**config.mk**
```make
export PLATFORM = sky130hd
export DESIGN_NAME = int_entry_sequencer_flat
export DESIGN_NICKNAME = d
export VERILOG_FILES = /design/src/rtl/int_entry_sequencer_if.sv /design/src/rtl/int_entry_sequencer.sv /design/src/flat_wrapper.sv
export SDC_FILE = /design/constraint.sdc
export NUM_CORES = 1
export LEC_CHECK = 0
export CORE_MARGIN = 8
export CORE_UTILIZATION = 57
export DETAILED_ROUTE_END_ITERATION = 8
export GPL_TIMING_DRIVEN = 1
export PLACE_DENSITY = 0.89
export SYNTH_ARGS = -nofsm -noshare
export SYNTH_HDL_FRONTEND = slang
export SYNTH_SLANG_ARGS = --single-unit
```
**constraint.sdc**
```tcl
create_clock -name clk -period 2.53 [get_ports clk]
set_clock_uncertainty 0.05 [all_clocks]
set_input_delay 0.3795 -clock clk [delete_from_list [all_inputs] [get_ports clk]]
set_output_delay 0.3795 -clock clk [all_outputs]
set_load 0.01 [all_outputs]
```
**src/rtl/int_entry_sequencer_if.sv**
```systemverilog
// Handshake bundle between the interrupt controller, the pipeline and the
// interrupt entry sequencer.
interface int_entry_sequencer_if #(
   parameter int ADDR_W = 32
);
   logic              IntRequest;
   logic [1:0]        IntNum;
   logic              InstrBoundary;
   logic [ADDR_W-1:0] CurrentPC;
   logic              EretIn;
   logic              EI;
   logic              DI;
   logic              IntEnable;
   logic              INM0;
   logic              INM1;
   logic              INM2;
   logic              INM3;
   logic              EretOut;
   logic              Stall;
   logic              Redirect;
   logic [ADDR_W-1:0] RedirectPC;
   logic [2:0]        Depth;
   logic              Fault;

   // Environment side: controller and pipeline drive requests, observe control.
   modport master (
      output IntRequest, IntNum, InstrBoundary, CurrentPC, EretIn, EI, DI,
      input  IntEnable, INM0, INM1, INM2, INM3, EretOut, Stall, Redirect,
             RedirectPC, Depth, Fault
   );

   modport slave (
      input  IntRequest, IntNum, InstrBoundary, CurrentPC, EretIn, EI, DI,
      output IntEnable, INM0, INM1, INM2, INM3, EretOut, Stall, Redirect,
             RedirectPC, Depth, Fault
   );
endinterface

```
**src/rtl/int_entry_sequencer.sv**
```systemverilog
// Interrupt entry/return sequencer: saves return PC and level on a nesting
// stack, vectors fetch per level and drives the controller's mask/ERET inputs.
module int_entry_sequencer #(
   parameter int          ADDR_W        = 32,
   parameter int          DEPTH         = 4,
   parameter logic [31:0] VECTOR_BASE   = 32'h0000_3000,
   parameter logic [31:0] VECTOR_STRIDE = 32'h0000_0010
) (
   input logic                  clk,
   input logic                  clr_n,
   int_entry_sequencer_if.slave bus
);
   localparam int         IDX_W   = $clog2(DEPTH);
   localparam logic [2:0] DEPTH_C = 3'(DEPTH);

   typedef enum logic [1:0] {
      IDLE   = 2'd0,
      SAVE   = 2'd1,
      VECTOR = 2'd2,
      RETURN = 2'd3
   } state_t;

   state_t            state_q, state_d;
   logic              ie_q, ie_d;
   logic [2:0]        depth_q, depth_d;
   logic              fault_q, fault_d;
   logic [ADDR_W-1:0] pc_lat_q, pc_lat_d;
   logic [1:0]        lvl_lat_q, lvl_lat_d;
   logic              int_en_q, int_en_d;
   logic [3:0]        inm_q, inm_d;
   logic              eret_q, eret_d;
   logic              stall_q, stall_d;
   logic              redir_q, redir_d;
   logic [ADDR_W-1:0] rpc_q, rpc_d;
   logic              push_s;
   logic [ADDR_W-1:0] pc_stack_q [DEPTH];
   logic [1:0]        lvl_stack_q [DEPTH];

   // Masks every level at or below the one currently being serviced.
   function automatic logic [3:0] mask_upto(input logic [1:0] lvl);
      logic [3:0] m;
      case (lvl)
         2'd0:    m = 4'b0001;
         2'd1:    m = 4'b0011;
         2'd2:    m = 4'b0111;
         2'd3:    m = 4'b1111;
         default: m = 4'b1111;
      endcase
      return m;
   endfunction

   // Leaves only the returning level visible so the controller reports and clears it.
   function automatic logic [3:0] mask_return(input logic [1:0] lvl);
      return ~(4'b0001 << lvl);
   endfunction

   // Next-state and next-output computation for the sequencer.
   always_comb begin
      state_d   = state_q;
      ie_d      = ie_q;
      depth_d   = depth_q;
      fault_d   = fault_q;
      pc_lat_d  = pc_lat_q;
      lvl_lat_d = lvl_lat_q;
      inm_d     = inm_q;
      rpc_d     = rpc_q;
      eret_d    = 1'b0;
      stall_d   = 1'b0;
      redir_d   = 1'b0;
      push_s    = 1'b0;
      case (state_q)
         IDLE: begin
            if (bus.DI) begin
               ie_d = 1'b0;
            end else if (bus.EI) begin
               ie_d = 1'b1;
            end else begin
               ie_d = ie_q;
            end
            if (bus.EretIn) begin
               if (depth_q != 3'd0) begin
                  state_d = RETURN;
                  stall_d = 1'b1;
                  redir_d = 1'b1;
                  eret_d  = 1'b1;
                  rpc_d   = pc_stack_q[IDX_W'(depth_q - 3'd1)];
                  inm_d   = mask_return(lvl_stack_q[IDX_W'(depth_q - 3'd1)]);
               end else begin
                  fault_d = 1'b1;
               end
            end else if (bus.IntRequest && int_en_q && bus.InstrBoundary) begin
               state_d   = SAVE;
               stall_d   = 1'b1;
               pc_lat_d  = bus.CurrentPC;
               lvl_lat_d = bus.IntNum;
            end else begin
               state_d = IDLE;
            end
         end
         SAVE: begin
            push_s  = 1'b1;
            depth_d = depth_q + 3'd1;
            state_d = VECTOR;
            stall_d = 1'b1;
            redir_d = 1'b1;
            rpc_d   = ADDR_W'(VECTOR_BASE + 32'(lvl_lat_q) * VECTOR_STRIDE);
         end
         VECTOR: begin
            state_d = IDLE;
            inm_d   = mask_upto(lvl_lat_q);
         end
         RETURN: begin
            depth_d = depth_q - 3'd1;
            state_d = IDLE;
            if (depth_q <= 3'd1) begin
               inm_d = 4'b0000;
            end else begin
               inm_d = mask_upto(lvl_stack_q[IDX_W'(depth_q - 3'd2)]);
            end
         end
         default: begin
            state_d = IDLE;
         end
      endcase
      int_en_d = ie_d && (state_d == IDLE) && (depth_d < DEPTH_C);
   end

   // State, stack and registered outputs.
   always_ff @(posedge clk or negedge clr_n) begin
      if (!clr_n) begin
         state_q   <= IDLE;
         ie_q      <= 1'b0;
         depth_q   <= 3'd0;
         fault_q   <= 1'b0;
         pc_lat_q  <= '0;
         lvl_lat_q <= 2'd0;
         int_en_q  <= 1'b0;
         inm_q     <= 4'b0000;
         eret_q    <= 1'b0;
         stall_q   <= 1'b0;
         redir_q   <= 1'b0;
         rpc_q     <= '0;
         for (int i = 0; i < DEPTH; i++) begin
            pc_stack_q[i]  <= '0;
            lvl_stack_q[i] <= 2'd0;
         end
      end else begin
         state_q   <= state_d;
         ie_q      <= ie_d;
         depth_q   <= depth_d;
         fault_q   <= fault_d;
         pc_lat_q  <= pc_lat_d;
         lvl_lat_q <= lvl_lat_d;
         int_en_q  <= int_en_d;
         inm_q     <= inm_d;
         eret_q    <= eret_d;
         stall_q   <= stall_d;
         redir_q   <= redir_d;
         rpc_q     <= rpc_d;
         if (push_s) begin
            pc_stack_q[IDX_W'(depth_q)]  <= pc_lat_q;
            lvl_stack_q[IDX_W'(depth_q)] <= lvl_lat_q;
         end else begin
            pc_stack_q  <= pc_stack_q;
            lvl_stack_q <= lvl_stack_q;
         end
      end
   end

   assign bus.IntEnable  = int_en_q;
   assign bus.INM0       = inm_q[0];
   assign bus.INM1       = inm_q[1];
   assign bus.INM2       = inm_q[2];
   assign bus.INM3       = inm_q[3];
   assign bus.EretOut    = eret_q;
   assign bus.Stall      = stall_q;
   assign bus.Redirect   = redir_q;
   assign bus.RedirectPC = rpc_q;
   assign bus.Depth      = depth_q;
   assign bus.Fault      = fault_q;
endmodule

```
**src/flat_wrapper.sv**
```systemverilog
// flat-port wrapper written by rule: the top's interface ports become plain ports
module int_entry_sequencer_flat 
#(
   parameter int          ADDR_W        = 32,
   parameter int          DEPTH         = 4,
   parameter logic [31:0] VECTOR_BASE   = 32'h0000_3000,
   parameter logic [31:0] VECTOR_STRIDE = 32'h0000_0010
)
  (clk, clr_n, bus_IntRequest, bus_IntNum, bus_InstrBoundary, bus_CurrentPC, bus_EretIn, bus_EI, bus_DI, bus_IntEnable, bus_INM0, bus_INM1, bus_INM2, bus_INM3, bus_EretOut, bus_Stall, bus_Redirect, bus_RedirectPC, bus_Depth, bus_Fault);
  int_entry_sequencer_if #(.ADDR_W(ADDR_W)) bus_i ();
  input logic clk;
  input logic clr_n;
  input wire logic [$bits(bus_i.IntRequest)-1:0] bus_IntRequest;
  input wire logic [$bits(bus_i.IntNum)-1:0] bus_IntNum;
  input wire logic [$bits(bus_i.InstrBoundary)-1:0] bus_InstrBoundary;
  input wire logic [$bits(bus_i.CurrentPC)-1:0] bus_CurrentPC;
  input wire logic [$bits(bus_i.EretIn)-1:0] bus_EretIn;
  input wire logic [$bits(bus_i.EI)-1:0] bus_EI;
  input wire logic [$bits(bus_i.DI)-1:0] bus_DI;
  output wire logic [$bits(bus_i.IntEnable)-1:0] bus_IntEnable;
  output wire logic [$bits(bus_i.INM0)-1:0] bus_INM0;
  output wire logic [$bits(bus_i.INM1)-1:0] bus_INM1;
  output wire logic [$bits(bus_i.INM2)-1:0] bus_INM2;
  output wire logic [$bits(bus_i.INM3)-1:0] bus_INM3;
  output wire logic [$bits(bus_i.EretOut)-1:0] bus_EretOut;
  output wire logic [$bits(bus_i.Stall)-1:0] bus_Stall;
  output wire logic [$bits(bus_i.Redirect)-1:0] bus_Redirect;
  output wire logic [$bits(bus_i.RedirectPC)-1:0] bus_RedirectPC;
  output wire logic [$bits(bus_i.Depth)-1:0] bus_Depth;
  output wire logic [$bits(bus_i.Fault)-1:0] bus_Fault;
  assign bus_i.IntRequest = bus_IntRequest;
  assign bus_i.IntNum = bus_IntNum;
  assign bus_i.InstrBoundary = bus_InstrBoundary;
  assign bus_i.CurrentPC = bus_CurrentPC;
  assign bus_i.EretIn = bus_EretIn;
  assign bus_i.EI = bus_EI;
  assign bus_i.DI = bus_DI;
  assign bus_IntEnable = bus_i.IntEnable;
  assign bus_INM0 = bus_i.INM0;
  assign bus_INM1 = bus_i.INM1;
  assign bus_INM2 = bus_i.INM2;
  assign bus_INM3 = bus_i.INM3;
  assign bus_EretOut = bus_i.EretOut;
  assign bus_Stall = bus_i.Stall;
  assign bus_Redirect = bus_i.Redirect;
  assign bus_RedirectPC = bus_i.RedirectPC;
  assign bus_Depth = bus_i.Depth;
  assign bus_Fault = bus_i.Fault;
  int_entry_sequencer #(.ADDR_W(ADDR_W), .DEPTH(DEPTH), .VECTOR_BASE(VECTOR_BASE), .VECTOR_STRIDE(VECTOR_STRIDE)) u_core (.clk(clk), .clr_n(clr_n), .bus(bus_i));
endmodule
```
==> impl_results.md <==
- Pre-CTS WS: 0.224 ns
- Syn Std Cell Area: 9240 um^2
- Final hold vios: 0
- Post-Synthesis Net Count: 674
- DP Area: 10300 um^2
- Setup tns final: 0 ns
- Slew Viols, Final: 0
- Hold-fix buffers at CTS: 1
- Hold WC Path Type: input port to async pin
- Worst setup EP type: output pin
- Reg2reg start: u_core.bus.Depth[1]
- Antenna diode count: 0
- Wire length per cell: 22.9 um
- Die area: 20500 um^2
- Post-DP HPWL: 13400 um
- Die H: 143 um
- GRT Util Overall: 0.220
- Startpoint types: flip-flop
- Worst-Skew Late Latency: 0.50 ns
- Drt first pass iters: 5
- Layout cells sized above 1: 0.355
- Relative slew slack: 0.594
- Top-level port count: 85
- Most common cell after layout, fill and taps aside: dfrtp_1
- Critical path startpoint: u_core.bus.Depth[0]
- MaxCap Viol Count: 0
- Final instance area: 11100 um^2
- Synth top area cells: dfrtp_1 59%, mux2_2 19%, mux4_2 7.8%, nand2_1 3.2%, nand3_1 1.7%
- CTS tree: yes
- Slowest-stage cell, CP: clkdlybuf4s50_1
- Post-route DRC: 0
- Kind of critical path: flip-flop to output pin
- Slowest stage delay, CP: 0.57 ns
- Post-route setup slack: 0.314 ns
- Syn avg cell area: 14.7 um^2
- Worst-path fanout max: 9
- R2r endpoint: u_core.bus.RedirectPC[5]
- Final setup violation count: 0
- Post-cts gate resize count: 0
- Yosys Warn Count: 0
- Async SR Flop Fraction: 1.00
- Post-synth EDFFs: 0
- Most frequent cells in the layout: 216 x dfrtp_1, 157 x mux2_2, 83 x clkdlybuf4s50_1, 78 x nand2_1
- Cells after synthesis: 628
- DR vias: 5679
- IO Port Bufs: 84
- Initial drt markers: 435
- CTS root buf: clkbuf_16
- Post-CTS Setup Bufs: 0
- Clock Sinks: 217
- Post-synth top area cell: dfrtp_1
- Synth cell types: 39
- Final critical-path required period: 2.22 ns
- Top cell type's share of synthesized area: 0.588
- Initial antenna violation count: 0
- RSZ-0062 raised after global routing: no
- Fill cells: 1023
- Least-Margin Pin Slew: 0.608 ns
- Worst-path cell chain: buf_4 > clkdlybuf4s50_1
- First-pass GRT wire length: 35100 um
- Row count: 46
- Synthesis-to-finish area growth: 19.9%
- Vias in the first global route: 6488
- Antenna Nets Post-Route: 0
- Total gr overflow: 0
- Leakage: 5.30 nW
- Most common flop cell mapped by yosys: dfrtp_1
- NumNets Final: 763
- Yosys reg bits: 217
- Critical path data arrival time: 1.79 ns
- PwrDens: 1290 nW/um^2
- Die W: 143 um
- Total Wirelength: 21800 um
- Via density per instance: 5.98
- Final RePlAce weighted congestion: 0.796
- CTS max path bufs: 3
- Largest net degree at the start of global routing: 80
- Post-synthesis sequential area ratio: 0.588
- R2r worst-path depth: 6
- Cts bufs inserted: 22
- H-tree depth: 1
- Post-layout util: 0.698
- Cell family with most CP delay: buffers and inverters
- Final period utilization: 0.876
- Max Clock Freq: 451 MHz
- Total power: 0.0143 W
- Critical Path RT: 2.10 ns
- Initial Util: 0.582
- Crit path buffers/inverters: 2
- Clock transition at path regs: 0.06 ns
- Core Area: 15900 um^2
- Worst vdd ir: 594 uV
- R2R setup slack: 0.45 ns
- Status: complete, no violations
## worst max-delay path by stage
stage / to / slack (ns) / cells after the start
detailed placement: u_core.pc_lat_q[0] / 0.22 / 5
finish: bus_Depth[0] / 0.31 / 2
global placement: u_core.pc_lat_q[8] / 0.30 / 5
CTS: bus_Depth[0] / 0.28 / 2
floorplan: u_core.bus.RedirectPC[13] / 0.13 / 9
global route: bus_Depth[0] / 0.23 / 2
## synth_stat cells, types with 3 or more instances
cell type and n:
o21ai_0 9, dfrtp_1 217, mux2_2 157, nor2_1 6, ha_1 5, nand3_1 32
buf_2 21, nand2b_1 3, nand2_4 4, buf_6 4, inv_1 5, clkbuf_1 8
a21oi_1 4, mux4_2 32, buf_4 4, nand2_1 79, mux2_1 9, mux4_1 4
## report_power, final
| part | leakage (nW) | internal, W | switching, W | total, W |
|---|---|---|---|---|
| sequential | 2.85 | 0.00492 | 0.00110 | 0.00602 |
| combinational | 2.08 | 0.00275 | 0.00229 | 0.00504 |
| clock | 0.372 | 0.00194 | 0.00131 | 0.00325 |
| total | 5.30 | 0.00960 | 0.00470 | 0.0143 |
## area by class of cell
class	instances	area, um^2	area share
clock inverter	8	65.1	0.00587
sequential	217	5430	0.490
multi-input combinational	368	3580	0.324
inverter	5	18.8	0.00169
clock buffer	32	669	0.0604
tap	216	270	0.0244
timing repair buffer	103	1040	0.0939
## metal layers
| metal | global-route usage | up-vias | part of all wire |
|---|---|---|---|
| li1 | - | 2421 | - |
| met1 | 0.271 | 3008 | 0.40 |
| met2 | 0.379 | 201 | 0.52 |
| met3 | 0.0372 | 49 | 0.057 |
| met4 | 0.0880 | 0 | 0.025 |
| met5 | 0 | - | 0 |
## kinds of logic after synthesis
| family | after synthesis | synth area share |
|---|---|---|
| compound gates | 25 | 0.0186 |
| xor+xnor | 3 | 0.00284 |
| fa+ha+maj | 5 | 0.00677 |
| buf+inv | 43 | 0.0252 |
| flops | 217 | 0.588 |
| mux | 202 | 0.292 |
| simple gates | 133 | 0.0673 |
## stage by stage
step	std cells	hold WS [ns]
2_1_floorplan	628	0.0339
3_3_place_gp	908	0.289
3_5_place_dp	908	0.292
4_1_cts	949	0.379
5_1_grt	949	0.404
6_report	949	0.363
## sequential cells by signal, summed over array words and instances, names as in the netlist, 2 cells and up
name                   count
u_core.pc_stack_q        128
u_core.bus.RedirectPC     32
u_core.pc_lat_q           32
u_core.lvl_stack_q         8
u_core.inm_q               4
u_core.bus.Depth           3
u_core.lvl_lat_q           2
u_core.state_q             2
Power figures use the tool's default switching activity.
